### config.mk
export PLATFORM = sky130hd
export DESIGN_NAME = jamma_joy_scanner_flat
export DESIGN_NICKNAME = d
export VERILOG_FILES = /design/src/rtl/jamma_joy_scanner_pkg.sv /design/src/rtl/jamma_joy_scanner_if.sv /design/src/rtl/jamma_joy_scanner_debounce.sv /design/src/rtl/jamma_joy_scanner.sv /design/src/flat_wrapper.sv
export SDC_FILE = /design/constraint.sdc
export NUM_CORES = 1
export LEC_CHECK = 0
export ABC_AREA = 1
export BUFFER_PORTS_ARGS = -buffer_cell sky130_fd_sc_hd__buf_2
export CAP_MARGIN = 0
export CORE_MARGIN = 1
export CORE_UTILIZATION = 35
export DETAILED_ROUTE_END_ITERATION = 6
export HOLD_SLACK_MARGIN = 0.12
export PLACE_DENSITY = 0.57
export SLEW_MARGIN = 0
export SYNTH_ARGS = -nofsm -noshare
export SYNTH_HDL_FRONTEND = slang
export SYNTH_SLANG_ARGS = --single-unit
export TNS_END_PERCENT = 10
### constraint.sdc
create_clock -name pclk -period 1.8 [get_ports pclk]
set_clock_uncertainty 0.15 [all_clocks]
set_input_delay 0.27 -clock pclk [delete_from_list [all_inputs] [get_ports pclk]]
set_output_delay 0.27 -clock pclk [all_outputs]
set_load 0.005 [all_outputs]
### src/rtl/jamma_joy_scanner_pkg.sv
// Shared types and constants for the JAMMA joystick scanner.
package jamma_pkg;

   localparam int JOY_W  = 8;
   localparam int COIN_W = 2;

   // Active-low inputs: all ones means nothing pressed.
   localparam logic [JOY_W-1:0]  JOY_IDLE  = 8'hFF;
   localparam logic [COIN_W-1:0] COIN_IDLE = 2'b11;

   typedef enum logic [1:0] {
      SETTLE_A = 2'd0,
      SAMPLE_A = 2'd1,
      SETTLE_B = 2'd2,
      SAMPLE_B = 2'd3
   } scan_state_t;

endpackage

### src/rtl/jamma_joy_scanner_if.sv
// Board-pin and core-side signals of the joystick scanner.
// Handshake: there is none. No valid/ready pair and no back-pressure; joy1,
// joy2 and coin are registered and may be read on any cycle, and scan_done
// is a single-cycle strobe marking the end of each complete A+B scan.
interface jamma_joy_scanner_if;
   import jamma_pkg::*;

   logic [JOY_W-1:0]  JJOY;
   logic [COIN_W-1:0] JCOIN;
   logic [5:0]        local_joy;
   logic              JSELECT;
   logic [JOY_W-1:0]  joy1;
   logic [JOY_W-1:0]  joy2;
   logic [COIN_W-1:0] coin;
   logic              scan_done;
   scan_state_t       dbg_state;

   modport slave (
      input  JJOY, JCOIN, local_joy,
      output JSELECT, joy1, joy2, coin, scan_done, dbg_state
   );

   modport master (
      output JJOY, JCOIN, local_joy,
      input  JSELECT, joy1, joy2, coin, scan_done, dbg_state
   );

endinterface

### src/rtl/jamma_joy_scanner_debounce.sv
// Per-bit sample-count debouncer; only advances on a sample strobe.
module joy_debounce #(
   parameter int WIDTH            = 8,
   parameter int DEBOUNCE_SAMPLES = 4
) (
   input  logic             pclk,
   input  logic             rst_n,
   input  logic             strobe,
   input  logic [WIDTH-1:0] din,
   output logic [WIDTH-1:0] dout
);

   localparam logic [3:0] CNT_LAST = 4'(DEBOUNCE_SAMPLES - 1);

   logic [3:0]       r_cnt [WIDTH];
   logic [WIDTH-1:0] r_dout;

   // Count consecutive differing samples per bit; commit on the last one.
   always_ff @(posedge pclk or negedge rst_n) begin
      if (!rst_n) begin
         r_dout <= '1;
         for (int i = 0; i < WIDTH; i++) r_cnt[i] <= 4'd0;
      end else if (strobe) begin
         for (int i = 0; i < WIDTH; i++) begin
            if (din[i] == r_dout[i]) begin
               r_cnt[i] <= 4'd0;
            end else if (r_cnt[i] == CNT_LAST) begin
               r_dout[i] <= din[i];
               r_cnt[i]  <= 4'd0;
            end else begin
               r_cnt[i] <= r_cnt[i] + 4'd1;
            end
         end
      end
   end

   assign dout = r_dout;

endmodule

### src/rtl/jamma_joy_scanner.sv
// Scans the shared JJOY splitter bus for two players and debounces the result.
module jamma_joy_scanner
   import jamma_pkg::*;
#(
   parameter int SETTLE_CYCLES    = 16,
   parameter int DEBOUNCE_SAMPLES = 4
) (
   input logic                pclk,
   input logic                rst_n,
   jamma_joy_scanner_if.slave bus
);

   localparam logic [7:0] SETTLE_LAST = 8'(SETTLE_CYCLES - 1);

   logic [5:0]        r_local_s1, r_local_s2;
   logic [COIN_W-1:0] r_coin_s1, r_coin_s2;
   scan_state_t       r_state, w_state_nxt;
   logic [7:0]        r_settle_cnt, w_settle_nxt;
   logic              r_jselect, w_jselect_nxt;
   logic              r_scan_done;
   logic              w_strobe_a, w_strobe_b;
   logic [JOY_W-1:0]  w_raw_a;
   logic [JOY_W-1:0]  w_joy1, w_joy2;
   logic [COIN_W-1:0] w_coin;

   // Two-flop synchronizers for the inputs that are asynchronous to pclk.
   always_ff @(posedge pclk or negedge rst_n) begin
      if (!rst_n) begin
         r_local_s1 <= '1;
         r_local_s2 <= '1;
         r_coin_s1  <= COIN_IDLE;
         r_coin_s2  <= COIN_IDLE;
      end else begin
         r_local_s1 <= bus.local_joy;
         r_local_s2 <= r_local_s1;
         r_coin_s1  <= bus.JCOIN;
         r_coin_s2  <= r_coin_s1;
      end
   end

   // Scan state, settle counter, select line and end-of-scan strobe.
   always_ff @(posedge pclk or negedge rst_n) begin
      if (!rst_n) begin
         r_state      <= SETTLE_A;
         r_settle_cnt <= 8'd0;
         r_jselect    <= 1'b0;
         r_scan_done  <= 1'b0;
      end else begin
         r_state      <= w_state_nxt;
         r_settle_cnt <= w_settle_nxt;
         r_jselect    <= w_jselect_nxt;
         r_scan_done  <= (r_state == SAMPLE_B);
      end
   end

   // Next-state logic: settle for SETTLE_CYCLES, then one sample cycle per player.
   always_comb begin
      w_state_nxt   = r_state;
      w_settle_nxt  = r_settle_cnt;
      w_jselect_nxt = r_jselect;
      w_strobe_a    = 1'b0;
      w_strobe_b    = 1'b0;
      case (r_state)
         SETTLE_A: begin
            if (r_settle_cnt == SETTLE_LAST) begin
               w_state_nxt  = SAMPLE_A;
               w_settle_nxt = 8'd0;
            end else begin
               w_settle_nxt = r_settle_cnt + 8'd1;
            end
         end
         SAMPLE_A: begin
            w_strobe_a    = 1'b1;
            w_state_nxt   = SETTLE_B;
            w_jselect_nxt = 1'b1;
         end
         SETTLE_B: begin
            if (r_settle_cnt == SETTLE_LAST) begin
               w_state_nxt  = SAMPLE_B;
               w_settle_nxt = 8'd0;
            end else begin
               w_settle_nxt = r_settle_cnt + 8'd1;
            end
         end
         SAMPLE_B: begin
            w_strobe_b    = 1'b1;
            w_state_nxt   = SETTLE_A;
            w_jselect_nxt = 1'b0;
         end
         default: begin
            w_state_nxt   = SETTLE_A;
            w_settle_nxt  = 8'd0;
            w_jselect_nxt = 1'b0;
         end
      endcase
   end

   // Local joystick shares player 1; start and bit 6 come only from the bus.
   assign w_raw_a = bus.JJOY & {2'b11, r_local_s2};

   joy_debounce #(.WIDTH(JOY_W), .DEBOUNCE_SAMPLES(DEBOUNCE_SAMPLES)) u_deb_a (
      .pclk(pclk), .rst_n(rst_n), .strobe(w_strobe_a), .din(w_raw_a), .dout(w_joy1)
   );

   joy_debounce #(.WIDTH(JOY_W), .DEBOUNCE_SAMPLES(DEBOUNCE_SAMPLES)) u_deb_b (
      .pclk(pclk), .rst_n(rst_n), .strobe(w_strobe_b), .din(bus.JJOY), .dout(w_joy2)
   );

   joy_debounce #(.WIDTH(COIN_W), .DEBOUNCE_SAMPLES(DEBOUNCE_SAMPLES)) u_deb_coin (
      .pclk(pclk), .rst_n(rst_n), .strobe(w_strobe_b), .din(r_coin_s2), .dout(w_coin)
   );

   assign bus.JSELECT   = r_jselect;
   assign bus.joy1      = w_joy1;
   assign bus.joy2      = w_joy2;
   assign bus.coin      = w_coin;
   assign bus.scan_done = r_scan_done;
   assign bus.dbg_state = r_state;

endmodule

### src/flat_wrapper.sv
// flat-port wrapper written by rule: the top's interface ports become plain ports
module jamma_joy_scanner_flat import jamma_pkg::*;
#(
   parameter int SETTLE_CYCLES    = 16,
   parameter int DEBOUNCE_SAMPLES = 4
)
  (pclk, rst_n, bus_JJOY, bus_JCOIN, bus_local_joy, bus_JSELECT, bus_joy1, bus_joy2, bus_coin, bus_scan_done, bus_dbg_state);
  jamma_joy_scanner_if bus_i ();
  input logic pclk;
  input logic rst_n;
  input wire logic [$bits(bus_i.JJOY)-1:0] bus_JJOY;
  input wire logic [$bits(bus_i.JCOIN)-1:0] bus_JCOIN;
  input wire logic [$bits(bus_i.local_joy)-1:0] bus_local_joy;
  output wire logic [$bits(bus_i.JSELECT)-1:0] bus_JSELECT;
  output wire logic [$bits(bus_i.joy1)-1:0] bus_joy1;
  output wire logic [$bits(bus_i.joy2)-1:0] bus_joy2;
  output wire logic [$bits(bus_i.coin)-1:0] bus_coin;
  output wire logic [$bits(bus_i.scan_done)-1:0] bus_scan_done;
  output wire logic [$bits(bus_i.dbg_state)-1:0] bus_dbg_state;
  assign bus_i.JJOY = bus_JJOY;
  assign bus_i.JCOIN = bus_JCOIN;
  assign bus_i.local_joy = bus_local_joy;
  assign bus_JSELECT = bus_i.JSELECT;
  assign bus_joy1 = bus_i.joy1;
  assign bus_joy2 = bus_i.joy2;
  assign bus_coin = bus_i.coin;
  assign bus_scan_done = bus_i.scan_done;
  assign bus_dbg_state = bus_i.dbg_state;
  jamma_joy_scanner #(.SETTLE_CYCLES(SETTLE_CYCLES), .DEBOUNCE_SAMPLES(DEBOUNCE_SAMPLES)) u_core (.pclk(pclk), .rst_n(rst_n), .bus(bus_i));
endmodule
# == Word level (Yosys, flattened, before mapping) ==
# Index checks and enable logic that the tools add are counted.
# op_classes
div_mod_pow,0
add_sub_neg,19
bitwise,19
shift,0
n_mul,0
reduce_logical,22
mux,43
n_eq_ne,42
n_lt_le_gt_ge,0
# ops
operator,count
4-bit 2-to-1 mux,36
"4-bit by 1-bit adder with 4-bit output, second input constant",18
"4-bit by 2-bit equality test with 1-bit output, second input constant",18
3-bit AND reduction,18
1-bit equality test,18
1-bit inverter,18
"8-bit by 1-bit adder with 8-bit output, second input constant",1
8-bit AND,1
"8-bit by 4-bit equality test with 1-bit output, second input constant",1
8-bit 2-to-1 mux,1
2-bit case mux with 4 select lines,1
"2-bit equality test, second input constant",2
2-bit 2-to-1 mux,2
"2-bit by 1-bit != test with 1-bit output, second input constant",2
"2-bit by 1-bit equality test with 1-bit output, second input constant",1
2-bit zero test,1
1-bit 2-to-1 mux,2
1-bit case mux with 2 select lines,1
2-bit AND reduction,1
2-bit nonzero test,1
2-bit OR reduction,1
# word_totals
wordCells,189
memories,0
latchBits,0
register_bits,118
out_inout_bits,22
ramBits,0
romBits,0
in_bits,18

# == Depth between registers and ports, before layout ==
# depth
ltp_word,4
ltp_mapped,9

# == Modules after synthesis ==
# From an unflattened synthesis, not the netlist that was laid out.
# unflattened
hier_cells,775
hier_area_um2,6054.6
# by_module_without_submodules
mod,cells_per_inst,n_inst,area_each_um2
joy_debounce (u_core.u_deb_a ...),293,2,2178.3
jamma_joy_scanner,114,1,1123.6
joy_debounce (u_core.u_deb_coin),75,1,574.3

# == Least setup slack after synthesis ==
# OpenSTA, ideal clock, no wires.
# synth_path
path_kind,register to register
start,register u_core.r_state[0] (netlist: u_core.bus.dbg_state[0])
end,register u_core.r_settle_cnt[7]
path_slack_ns,0.337
t_arrival_ns,1.200
path_stages_with_launch,9
required_time_ns,1.537
synth_period_minus_slack_ns,1.463
cell_sequence,dfrtp_1 > inv_1 > ha_1 > nor2_1 > nor2_2 > nand3_1 > nand2_1 > nand2_1 > inv_1
# synth_via
elab_chain_cells,2
word_cells_on_any_way,3
classes_between,eq/ne: 1; reduce/logical: 2
# synth_lines
element,line,rtl
from (decl),jamma_joy_scanner.sv:17,"scan_state_t r_state, w_state_nxt;"
from (signal assigned),jamma_joy_scanner.sv:49,r_state <= w_state_nxt;
2-bit equality test or 2-bit zero test (tied branches),jamma_joy_scanner.sv:63,case (r_state)
2-bit OR reduction (no line) (*),n/a,
to (signal assigned),jamma_joy_scanner.sv:50,r_settle_cnt <= w_settle_nxt;
to (decl),jamma_joy_scanner.sv:18,"logic [7:0] r_settle_cnt, w_settle_nxt;"
# Every way passes the cells marked *; elsewhere a longest branch is shown, timed or not.
# A chain may end at the register's enable or synchronous reset.

# == Worst setup path after layout ==
# layout_path
start,register u_core.r_state[1] (netlist: u_core.bus.dbg_state[1])
end,register u_core.u_deb_a.r_cnt[2] in the netlist's numbering
# layout_via
elab_chain_cells,2
# layout_lines
element,line,rtl
2-bit by 1-bit equality test with 1-bit output,jamma_joy_scanner.sv:63,
1-bit 2-to-1 mux,jamma_joy_scanner.sv:63,
"to (signal, indexed assignment)",jamma_joy_scanner_debounce.sv:31,r_cnt[i] <= r_cnt[i] + 4'd1;
to (decl),jamma_joy_scanner_debounce.sv:15,logic [3:0] r_cnt [WIDTH];
# Every way passes these cells.

==> impl_metrics.tcl <==
set metrics [dict create \
    status "completed" \
    comb_power_share_pct 2.3 \
    synthSimpleGateAreaFrac_pct 29.58 \
    routabilityCongestion 0.7564 \
    io_pins 40 \
    grt_pass1_wl_microns 19710 \
    setup_viol_count_final 0 \
    clkTransAtPathRegs_ns 0.06 \
    drt-vias-per-instance 4.343 \
    ys_seq_area_share_pct 50.07 \
    met3_usage_pct 3.831 \
    grt_max_degree 93 \
    synth_top_cell_by_area "dfrtp_1" \
    internal_power_uw 5213 \
    start_util_pct 35.94 \
    fin_nets 886 \
    timing.hold.worst.class "reg -> reg" \
    antenna_found_initial 0 \
    seqCellArea_sq_um 2995 \
    synth_top_family_by_area "simple AND/OR/NAND/NOR gates" \
    clk_latency_ns 0.42 \
    drtAntennaViolNets 0 \
    first_pass_iters 4 \
    setup-tns-final_ns 0 \
    via_count 4682 \
    reg2reg_to "u_core.u_deb_a.r_cnt[2]" \
    synth.avg_cell_area_sq_um 7.749 \
    pwr_density_cell_nw_per_um2 897.0 \
    drc 0 \
    crit_path_end_kind "register" \
    synth_edf_count 0 \
    cts.sinks 118 \
    synthXorXnorAreaFrac_pct 2.928 \
    clock_power_share_pct 56.6 \
    syn-num-nets 813 \
    die_area_sq_um 17620 \
    cts_tree "yes" \
    placed_area_sq_um 6520 \
    fin_crit_ns 1.619 \
    netSwitchingPower_uw 1377 \
    syn_inst 772 \
    placement.io_buffers 39 \
    synth_top_area_share_pct 35.14 \
    drv_cap 0 \
    core.rowCount 47 \
    synth-main-ff-cell "dfrtp_1" \
    core_area_sq_um 16640 \
    ys_async_sr_fraction_pct 100.0 \
    pwr-share-seq_pct 41.1 \
    post-route-cell-area_sq_um 7347 \
    hold_viol 0 \
    clock.fmax_ghz 0.6176 \
    post-cts-setup-buffers 0 \
    wirelength_microns 11190 \
    synth_adder_area_share_pct 4.811 \
    critPathArrivalTime_ns 1.82 \
    rsz0062_at_grt "no" \
    rr_worst_depth 7 \
    drive_above_1_share_pct 14.80 \
    p_leak_uw 0.003916 \
    synthMuxAreaShare_pct 0 \
    worstSetupStartpointType "register" \
    ys_seq_elements 118 \
    hold_path_depth 0 \
    fp.dieH_microns 132.7 \
    post_synth_instance_area_sq_um 5982 \
    worst_slew_margin_rel_pct 63.77 \
    post-route-period-util_pct 89.95 \
    wl_per_cell_microns 10.38 \
    p_sw_share_pct 20.89 \
    min_from "u_core.r_coin_s1[0]" \
    path_max_fanout 21 \
    num_antenna_cells 0 \
    grtUsageMet1_pct 18.65 \
    cts-root-buf "clkbuf_16" \
    synth_cell_type_count 25 \
    first_iter_violations 199 \
    worst_slew_pin_slew_ns 0.5434 \
    min_to "u_core.r_coin_s2[0]" \
    path_class "reg -> reg" \
    htreeDepth 4 \
    r2r_slack_ns 0.18 \
    peakVddDrop_mv 0.6556 \
    synth_compound_area_share_pct 4.497 \
    top_usage_layer "met2" \
    gr-total-overflow 0 \
    grt_usage_pct 14.06 \
    synth_area_leaders "dfrtp_1 (35%), nand2_1 (19%), dfstp_2 (15%)" \
    cts_buffers 17 \
    filler_cell_count 1631 \
    drv_slew 0 \
    chipWidth_microns 132.7 \
    crit_required_ns 2.00 \
    areaGrowthSynthToFinish_pct 22.82 \
    grt_use_met2_pct 21.23 \
    yosysWarningCount 0 \
    cts_max_path_buffers 2 \
    multi_input_area_sq_um 2504 \
    grt_pass1_vias 4285 \
    post-dp-hpwl_microns 7670 \
    regToRegStartpoint "u_core.bus.dbg_state[1]" \
]
critical path, cell delays in order (launching register included):
cell	delay, ns
dfrtp_1	0.42
inv_1	0.10
ha_1	0.26
buf_12	0.19
nand3_1	0.10
nor2_1	0.19
nand2_1	0.07
nand2_1	0.06
layout make-up:
type | instances | share of cell area [%]
repair buffers | 66 | 6.880
clock inverters | 15 | 3.116
multi-input cells | 532 | 34.08
well taps | 220 | 3.747
flip-flops and latches | 118 | 40.77
clock buffers | 17 | 5.790
inverters | 110 | 5.620
through the flow:
stage          utilization, %  total power (uW)  hold slack [ns]  setup WS (ns)  instances
6_report                44.15              6590           0.2017         0.1809       1078
2_1_floorplan               -              2782          -0.1756         0.3368        772
4_1_cts                 44.13              6694           0.2020         0.1496       1078
3_5_place_dp            39.18              2882           0.1663         0.1430       1029
5_1_grt                 44.15              6820           0.2081        0.01904       1078
3_3_place_gp            39.18              2881           0.1691         0.2223       1029
power groups by stage:
stage	Sequential [uW]	Clock, uW	Combinational (uW)
floorplan	2750	0	33.6
global placement	2750	0	131
detailed placement	2750	0	131
CTS	2710	3830	160
global route	2710	3940	177
finish	2710	3730	153
worst max path at each step:
stage                                 start                         end  slack, ns  cells past startpoint
global placement    u_core.bus.dbg_state[0]  u_core.u_deb_coin.r_cnt[6]       0.22                      6
global route        u_core.bus.dbg_state[1]     u_core.u_deb_b.r_cnt[4]       0.02                      6
detailed placement  u_core.bus.dbg_state[1]    u_core.u_deb_a.r_cnt[26]       0.14                      7
CTS                 u_core.bus.dbg_state[1]    u_core.u_deb_a.r_cnt[26]       0.15                      7
finish              u_core.bus.dbg_state[1]     u_core.u_deb_a.r_cnt[2]       0.18                      7
floorplan           u_core.bus.dbg_state[0]      u_core.r_settle_cnt[7]       0.34                      8
sequential cells by signal (all words and copies together), names as in the netlist:
| name | cells |
|---|---|
| u_core.u_deb_coin.r_cnt | 8 |
| u_core.u_deb_a.r_cnt | 32 |
| u_core.u_deb_b.r_cnt | 32 |
| u_core.bus.dbg_state | 2 |
| u_core.u_deb_a.dout | 8 |
| u_core.u_deb_b.dout | 8 |
| u_core.r_coin_s1 | 2 |
| u_core.r_local_s2 | 6 |
| u_core.bus.JSELECT | 1 |
| u_core.u_deb_coin.dout | 2 |
| u_core.r_local_s1 | 6 |
| u_core.r_coin_s2 | 2 |
| u_core.bus.scan_done | 1 |
| u_core.r_settle_cnt | 8 |
what timing repair did:
| item | in CTS | in global routing |
|---|---|---|
| resized for setup | 0 | 1 |
| setup endpoints to repair | 0 | 1 |
| endpoints found under the hold margin | 137 | 0 |
| hold buffers | 17 | 0 |
synthesized netlist by cell type (2+ instances only):
master    instances
a21oi_1           8
buf_2             4
buf_4             2
buf_6             2
clkbuf_1          4
dfrtp_1          84
dfstp_2          34
ha_1             23
inv_1           108
inv_2             2
nand2_1         300
nand3_1          50
nand4_1          15
nor2_1           65
nor2_2            6
o21ai_0          35
o21ai_1           4
xnor2_1           6
xor2_1           14
cell families (layout without fill, tap and decap cells):
logic type      after synthesis  after routing
simple gates                438            438
xor+xnor                     20             20
buf+inv                     122            208
compound gates               51             51
flops                       118            118
fa+ha+maj                    23             23
layout by cell type (no fill, tap or decap), drive strengths merged:
| cell | netlist | layout |
|---|---|---|
| a21oi | 9 | 9 |
| and2 | 1 | 1 |
| buf | 8 | 49 |
| bufinv | 0 | 5 |
| clkbuf | 4 | 17 |
| clkinv | 0 | 5 |
| clkinvlp | 0 | 4 |
| dfrtp | 84 | 84 |
| dfstp | 34 | 34 |
| dlygate4sd3 | 0 | 17 |
| ha | 23 | 23 |
| inv | 110 | 111 |
| nand2 | 300 | 300 |
| nand3 | 50 | 50 |
| nand4 | 15 | 15 |
| nor2 | 72 | 72 |
| o21ai | 39 | 39 |
| o21bai | 2 | 2 |
| o22ai | 1 | 1 |
| xnor2 | 6 | 6 |
| xor2 | 14 | 14 |
metal layers:
metal  wire, microns  share of wire (%)
met1            5747                 51
met2            4884                 44
met3             334                3.0
met4             225                2.0
met5               0                  0
Note: power is estimated with default switching activity, not from simulation.
